### src/rtl/sched_logic_eval.sv
// Purpose: evaluates a fixed lane-wise boolean network as a scheduled job (ASAP or one AND/OR/NOT unit per step).
// Latency: result valid exactly 4 (MODE 0) or 6 (MODE 1) edges after the accepting edge.
// Backpressure: one job in flight; in_ready low outside IDLE, result held in DONE until out_ready.
module sched_logic_eval #(
  parameter int WIDTH = 4,
  parameter int MODE  = 1
) (
  input  logic             clk,
  input  logic             rst,
  input  logic             clr,
  input  logic             in_valid,
  output logic             in_ready,
  input  logic [WIDTH-1:0] a,
  input  logic [WIDTH-1:0] b,
  input  logic [WIDTH-1:0] c,
  input  logic [WIDTH-1:0] d,
  input  logic [WIDTH-1:0] e,
  input  logic [WIDTH-1:0] f,
  output logic             out_valid,
  input  logic             out_ready,
  output logic [WIDTH-1:0] o,
  output logic [WIDTH-1:0] p,
  output logic [WIDTH-1:0] q,
  output logic [2:0]       step,
  output logic [7:0]       job_cnt
);

  localparam logic [2:0] LAST_STEP = (MODE == 0) ? 3'd4 : 3'd6;

  typedef enum logic [1:0] {IDLE, EXEC, DONE} state_t;

  state_t r_state, w_next;
  logic [2:0] r_step;
  logic [7:0] r_job_cnt;
  logic [WIDTH-1:0] r_a, r_b, r_c, r_d, r_e, r_f;
  logic [WIDTH-1:0] r_g, r_h, r_i, r_j, r_k, r_l, r_m, r_n;
  // results computed before the final step wait here so o/p/q only move when entering DONE
  logic [WIDTH-1:0] r_to, r_tp, r_tq;
  logic [WIDTH-1:0] r_o, r_p, r_q;

  logic w_accept, w_exec, w_last, w_release;
  logic w_en_g, w_en_h, w_en_i, w_en_j, w_en_k, w_en_l, w_en_m, w_en_n;
  logic w_en_o, w_en_p, w_en_q;
  logic [WIDTH-1:0] w_g, w_h, w_i, w_j, w_k, w_l, w_m, w_n, w_o, w_p, w_q;

  // every operator reads only registers, so a step never sees its own results
  assign w_g = r_a | r_d;
  assign w_h = r_a & r_c;
  assign w_i = ~r_c;
  assign w_j = r_d | r_e | r_f;
  assign w_k = r_g | r_h | r_i;
  assign w_l = r_h & r_i & r_j;
  assign w_m = r_i & r_j;
  assign w_n = r_l & r_m;
  assign w_o = r_b & r_h & r_k;
  assign w_p = ~r_g;
  assign w_q = ~r_n;

  assign w_accept  = (r_state == IDLE) && in_valid && !clr;
  assign w_exec    = (r_state == EXEC) && !clr;
  assign w_last    = w_exec && (r_step == LAST_STEP);
  assign w_release = (r_state == DONE) && out_ready && !clr;

  assign in_ready  = (r_state == IDLE) && !clr;
  assign out_valid = (r_state == DONE);
  assign o         = r_o;
  assign p         = r_p;
  assign q         = r_q;
  assign step      = r_step;
  assign job_cnt   = r_job_cnt;

  // decode which intermediates the current step commits
  always_comb begin
    w_en_g = 1'b0; w_en_h = 1'b0; w_en_i = 1'b0; w_en_j = 1'b0;
    w_en_k = 1'b0; w_en_l = 1'b0; w_en_m = 1'b0; w_en_n = 1'b0;
    w_en_o = 1'b0; w_en_p = 1'b0; w_en_q = 1'b0;
    if (r_state == EXEC) begin
      if (MODE == 0) begin
        case (r_step)
          3'd1: begin w_en_g = 1'b1; w_en_h = 1'b1; w_en_i = 1'b1; w_en_j = 1'b1; end
          3'd2: begin w_en_k = 1'b1; w_en_l = 1'b1; w_en_m = 1'b1; w_en_p = 1'b1; end
          3'd3: begin w_en_n = 1'b1; w_en_o = 1'b1; end
          3'd4: begin w_en_q = 1'b1; end
          default: ;
        endcase
      end else begin
        case (r_step)
          3'd1: begin w_en_h = 1'b1; w_en_g = 1'b1; w_en_i = 1'b1; end
          3'd2: begin w_en_j = 1'b1; w_en_p = 1'b1; end
          3'd3: begin w_en_l = 1'b1; w_en_k = 1'b1; end
          3'd4: begin w_en_m = 1'b1; end
          3'd5: begin w_en_n = 1'b1; end
          3'd6: begin w_en_o = 1'b1; w_en_q = 1'b1; end
          default: ;
        endcase
      end
    end
  end

  // state register
  always_ff @(posedge clk or negedge rst) begin
    if (!rst) r_state <= IDLE;
    else      r_state <= w_next;
  end

  // next-state: clr overrides everything, then accept / last step / release
  always_comb begin
    w_next = r_state;
    if (clr) begin
      w_next = IDLE;
    end else begin
      case (r_state)
        IDLE:    if (in_valid) w_next = EXEC;
        EXEC:    if (r_step == LAST_STEP) w_next = DONE;
        DONE:    if (out_ready) w_next = IDLE;
        default: w_next = IDLE;
      endcase
    end
  end

  // step counter: 1..LAST_STEP inside EXEC, 0 elsewhere
  always_ff @(posedge clk or negedge rst) begin
    if (!rst)          r_step <= 3'd0;
    else if (clr)      r_step <= 3'd0;
    else if (w_accept) r_step <= 3'd1;
    else if (w_last)   r_step <= 3'd0;
    else if (w_exec)   r_step <= r_step + 3'd1;
  end

  // operand capture decouples the job from later input changes
  always_ff @(posedge clk or negedge rst) begin
    if (!rst) begin
      r_a <= '0; r_b <= '0; r_c <= '0; r_d <= '0; r_e <= '0; r_f <= '0;
    end else if (w_accept) begin
      r_a <= a; r_b <= b; r_c <= c; r_d <= d; r_e <= e; r_f <= f;
    end
  end

  // intermediates and early results commit only in their scheduled step
  always_ff @(posedge clk or negedge rst) begin
    if (!rst) begin
      r_g <= '0; r_h <= '0; r_i <= '0; r_j <= '0;
      r_k <= '0; r_l <= '0; r_m <= '0; r_n <= '0;
      r_to <= '0; r_tp <= '0; r_tq <= '0;
    end else if (w_exec) begin
      if (w_en_g) r_g <= w_g;
      if (w_en_h) r_h <= w_h;
      if (w_en_i) r_i <= w_i;
      if (w_en_j) r_j <= w_j;
      if (w_en_k) r_k <= w_k;
      if (w_en_l) r_l <= w_l;
      if (w_en_m) r_m <= w_m;
      if (w_en_n) r_n <= w_n;
      if (w_en_o) r_to <= w_o;
      if (w_en_p) r_tp <= w_p;
      if (w_en_q) r_tq <= w_q;
    end
  end

  // visible results load once, on the edge entering DONE
  always_ff @(posedge clk or negedge rst) begin
    if (!rst) begin
      r_o <= '0; r_p <= '0; r_q <= '0;
    end else if (w_last) begin
      r_o <= w_en_o ? w_o : r_to;
      r_p <= w_en_p ? w_p : r_tp;
      r_q <= w_en_q ? w_q : r_tq;
    end
  end

  // completed-job counter, wraps naturally at 8 bits
  always_ff @(posedge clk or negedge rst) begin
    if (!rst)           r_job_cnt <= 8'd0;
    else if (w_release) r_job_cnt <= r_job_cnt + 8'd1;
  end

endmodule
### config.mk
export PLATFORM = sky130hd
export DESIGN_NAME = sched_logic_eval
export DESIGN_NICKNAME = d
export VERILOG_FILES = /design/src/rtl/sched_logic_eval.sv
export SDC_FILE = /design/constraint.sdc
export NUM_CORES = 1
export LEC_CHECK = 0
export ABC_AREA = 1
export CELL_PAD_IN_SITES_DETAIL_PLACEMENT = 0
export CELL_PAD_IN_SITES_GLOBAL_PLACEMENT = 1
export CORE_MARGIN = 2
export CORE_UTILIZATION = 44
export CTS_BUF_LIST = sky130_fd_sc_hd__clkbuf_4 sky130_fd_sc_hd__clkbuf_8 sky130_fd_sc_hd__clkbuf_16
export CTS_CLUSTER_SIZE = 10
export DETAILED_ROUTE_END_ITERATION = 8
export HOLD_SLACK_MARGIN = 0.03
export PLACE_DENSITY_LB_ADDON = 0.1
export SLEW_MARGIN = 10
export SYNTH_ARGS = -nofsm -noshare
export SYNTH_HDL_FRONTEND = slang
export SYNTH_SLANG_ARGS = --single-unit
### constraint.sdc
create_clock -name clk -period 5 [get_ports clk]
set_clock_uncertainty 0.15 [all_clocks]
set_input_delay 0.5 -clock clk [delete_from_list [all_inputs] [get_ports clk]]
set_output_delay 0.5 -clock clk [all_outputs]
set_load 0.01 [all_outputs]
# --- Word level (Yosys, flattened, before mapping) ---
# Cells that the tools add are included.
word_totals:
  register_bits: 93
  in_bits: 29
  out_inout_bits: 25
  elab_cells: 91
op_classes:
  add_sub_neg: 2
  n_eq_ne: 11
  muxes: 24
  bitwise: 15
  n_reduce_logical: 16
ops:
  columns: ["op", "count"]
  rows:
  - ["$and 4x4->4", 7]
  - ["$or 4x4->4", 5]
  - ["$mux 1", 12]
  - ["$mux 3", 4]
  - ["$mux 4", 3]
  - ["$not 4->4", 3]
  - ["$reduce_and 2->1", 5]
  - ["$eq 3x3->1 const B", 3]
  - ["$add 8x1->8 const B", 1]
  - ["$mux 2", 4]
  - ["$logic_and 1x1->1", 7]
  - ["$eq 3x2->1 const B", 2]
  - ["$ne 3x2->1 const B", 2]
  - ["$pmux 2 s3", 1]
  - ["$reduce_bool 4->1", 1]
  - ["$add 3x1->3 const B", 1]
  - ["$eq 3x1->1 const B", 1]
  - ["$ne 3x3->1 const B", 1]
  - ["$reduce_and 3->1", 1]
  - ["$eq 2x1->1 const B", 1]
  - ["$eq 2x2->1 const B", 1]
  - ["$logic_not 2->1", 1]
  - ["$logic_not 1->1", 1]

# --- Logic depth before layout (Yosys ltp) ---
depth:
  ltp_word: 6
  depth_mapped: 8
  depth_no_buf: 7

# --- Worst setup path before layout ---
# Ideal clock, no wire load.
synth_timing:
  path_type: "flip-flop to flip-flop"
  startpoint: "register r_step[0], in the netlist step[0]"
  endpoint: "register r_o[3], in the netlist o[3]"
  setup_ns: 0.117
  t_arrival_ns: 1.384
  required_ns: 4.733
  setup_slack_ns: 3.349
  stages_incl_launch_ff: 9
  n_path_buf: 2
  period_less_slack_ns: 1.651
  cell_sequence: "dfrtp_1 inv_1 ha_1 nand2_1 nor2_4 buf_6 buf_6 o21ai_1 inv_1"
synth_via:
  elab_chain_cells: 4
  word_cells_on_any_way: 5
  classes_between: "1 x eq/ne; 3 x mux; 1 x reduce/logical"
synth_lines:
  columns: ["item", "line_no", "source"]
  rows:
  - ["start, declared", "33", "logic [2:0] r_step;"]
  - ["start signal, assigned", "127", "else if (w_exec) r_step <= r_step + 3'd1;"]
  - ["$eq 3x3->1 (*)", "61, 87", null]
  - ["$mux 1", "87", "case (r_step)"]
  - ["$mux 1", "77", "if (r_state == EXEC) begin"]
  - ["$mux 4", null, null]
  - ["end signal, assigned", "165", "r_o <= w_en_o ? w_o : r_to;"]
  - ["end, declared", "39", "logic [WIDTH-1:0] r_o, r_p, r_q;"]
# Mark *: on every way between the ends. The rest lies on a longest branch, timed or not.
# A chain may end at the register's enable or synchronous reset.

# --- Worst setup path after layout ---
layout_timing:
  startpoint: "input port clr"
  endpoint: "output port in_ready"
layout_via:
  elab_chain_cells: 2
layout_lines:
  columns: ["item", "line_no", "source"]
  rows:
  - ["start, declared", "10", "input logic clr,"]
  - ["$logic_not 1->1", "64", "assign in_ready = (r_state == IDLE) && !clr;"]
  - ["$logic_and 1x1->1", "64", null]
  - ["end, declared", "12", "output logic in_ready,"]
# No other way between the ends.

==> impl_metrics.py <==
metrics = {
    "status": {
        "status": "finished clean",
    },
    "worst_setup_path": {
        "worstSetupPathType": "primary input to primary output",
        "slowest_stage": "clkdlybuf4s50_1",
        "slowest_delay_ps": 560,
        "worstSetupStartpointType": "primary input",
        "crit_path_cell_trace": "clkdlybuf4s50_1 -> nor3_2 -> buf_4 -> clkdlybuf4s50_1",
        "crit_fanout": 14,
        "rrSetupSlack_ps": 2790,
        "worstPathArrival_ps": 1960,
        "crit_top_cell": "clkdlybuf4s50_1",
        "required_ps": 4350,
        "endpoint_kind": "primary output",
    },
    "yosys": {
        "synth_area_per_cell_um2": 8.779,
        "synth_edf_count": 0,
        "ys_seq_area_frac": 0.5741,
        "synth_top_area_cell": "dfrtp_1",
        "yosysWarnings": 0,
        "synth_ff_type": "dfrtp_1",
        "synthCells": 422,
        "yosys_register_bits": 85,
        "synth_top_cell_area_share": 0.5741,
        "synth.area.top_cells": "dfrtp_1 (57%), nand2_1 (13%), nand3_1 (5.5%)",
        "netlist_area_mm2": 0.003705,
        "yosysUniqueCellTypes": 27,
        "synth_nets": 457,
        "async_flop_share": 1.000,
    },
    "timing": {
        "hold_viol_final": 0,
        "setup_violations": 0,
        "post-route-period-util": 0.5215,
        "drv_slew": 0,
        "rsz0062_at_grt": "no",
        "period_minus_slack_ps": 2607,
        "tightest_slew_ps": 1139,
        "hold_slack_ps": 187.4,
        "fin_ws_ps": 2393,
        "relSlewSlack": 0.2387,
        "tns_ps": 0,
        "clock.fmax_ghz": 0.3835,
    },
    "layout": {
        "multi_input_area_mm2": 0.001349,
        "utilization": 0.5471,
        "diodes": 0,
        "nFillCells": 780,
        "layout_commonest_cell": "nand2_1",
        "area_growth_pct": 20.74,
        "final_cell_mix": "nand2_1 (128), dfrtp_1 (85), clkdlybuf4s50_1 (52)",
        "drive_above_1_share": 0.06263,
        "seq_area_mm2": 0.002127,
        "finish.instance_area_mm2": 0.004473,
        "largest_reg_flops": 8,
        "fin_cells": 584,
        "final_net_count": 509,
    },
    "global_route": {
        "grt_max_degree": 86,
        "grt_pass1_vias": 2686,
        "antenna_found_initial": 0,
        "grtUsageMet2": 0.2716,
        "track_usage": 0.1800,
        "grt_util_met3": 0.02976,
        "grt_pass1_wl_um": 12710,
        "grtUsageMet1": 0.2636,
        "grt.overflow.total": 0,
        "grt_most_used_layer": "met2",
    },
    "clock_tree": {
        "clk_latency_ps": 350,
        "ctsResizeCount": 0,
        "cts_tree": "built",
        "cts_buffers": 9,
        "clk_path_buf_depth": 2,
        "htree_num_levels": 3,
        "clk_pin_slew_ps": 90,
        "cts.sinks": 85,
        "ctsHoldBuffers": 0,
        "root_buffer": "clkbuf_8",
        "cts_setup_buffers": 0,
    },
    "placed_design": {
        "place_inst": 568,
        "port_buffers": 53,
        "dp_slack_ps": 2220,
        "dp_hpwl_um": 5214,
        "placed_area_mm2": 0.004289,
        "gp_congestion": 0.7818,
    },
    "floorplan": {
        "die-area_mm2": 0.009170,
        "core_mm2": 0.008175,
        "start_util": 0.4532,
        "die_height_um": 95.76,
        "row_count": 33,
        "pin_count": 54,
        "die_w_um": 95.76,
    },
    "detailed_routing": {
        "wl_um": 7400,
        "first_pass_iters": 4,
        "detail_route.wl_per_cell_um": 12.67,
        "via_per_inst": 4.853,
        "ant_nets": 0,
        "drc_errors": 0,
        "dr_total_vias": 2834,
        "drtIter0Drc": 163,
    },
    "pwr": {
        "power_mw": 1.568,
        "ir_drop_mv": 0.1505,
        "pwr_density_cell_mw_per_mm2": 350.5,
        "leakage_nw": 2.185,
    },
    "flow_run": {
        "drv_cap": 0,
    },
    "min_path": {
        "hp-class": "primary input to async pin",
    },
}
==> cells in the mapped netlist, types with 3 or more instances <==
master,number
nand2_1,128
dfrtp_1,85
nand3_1,41
inv_1,35
o21ai_0,32
nor2_1,27
a21oi_1,16
o21ai_1,8
buf_2,6
ha_1,6
nand4_1,6
nand3b_1,5
nor3_1,4
buf_6,3
clkbuf_1,3
inv_2,3
nor2_4,3
==> critical path, delay by kind of cell <==
family                 cells  cell delay [ps]
buffers and inverters      3             1300
AND/OR/NAND/NOR            1              160
==> worst paths after layout <==
check | startpoint | end | cells past startpoint
setup / recovery | clr | in_ready | 4
hold / removal | rst | o[1] | 1
setup reg to reg | r_state[1] | r_d[2] | 5
hold reg to reg | r_c[0] | r_i[0] | 1
max in group asynchronous | rst | r_f[0] | 1
min in group clk | r_c[0] | r_i[0] | 1
==> kinds of logic (layout without fill, tap and decap cells) <==
family / Yosys count / count (layout) / share of synthesized area
AND/OR/NAND/NOR: 220 / 220 / 0.2617
flip-flops: 85 / 85 / 0.5741
AO/OA/AOI/OAI: 57 / 57 / 0.07734
buffers and inverters: 52 / 109 / 0.06180
adder cells (fa/ha/maj): 6 / 6 / 0.02026
XOR/XNOR: 2 / 2 / 0.004729
==> routing by layer <==
metal / vias up / routed length, um
li1: 1462 / -
met4: 0 / 90
met2: 66 / 3267
met1: 1297 / 3711
met5: - / 0
met3: 9 / 330
==> report_power, final <==
group / internal, mW / total, mW / switching [mW]
Sequential: 0.802 / 0.889 / 0.0867
Combinational: 0.0999 / 0.228 / 0.129
Clock: 0.198 / 0.451 / 0.253
Total: 1.10 / 1.57 / 0.468
==> layout make-up <==
cell class                      instances  area share
Tap cell                              105     0.02937
Multi-Input combinational cell        285      0.3015
Clock inverter                          6     0.01035
Inverter                               39     0.03273
Sequential cell                        85      0.4755
Timing Repair Buffer                   54      0.1197
Clock buffer                           10     0.03077
(Power assumes the default switching activity.)
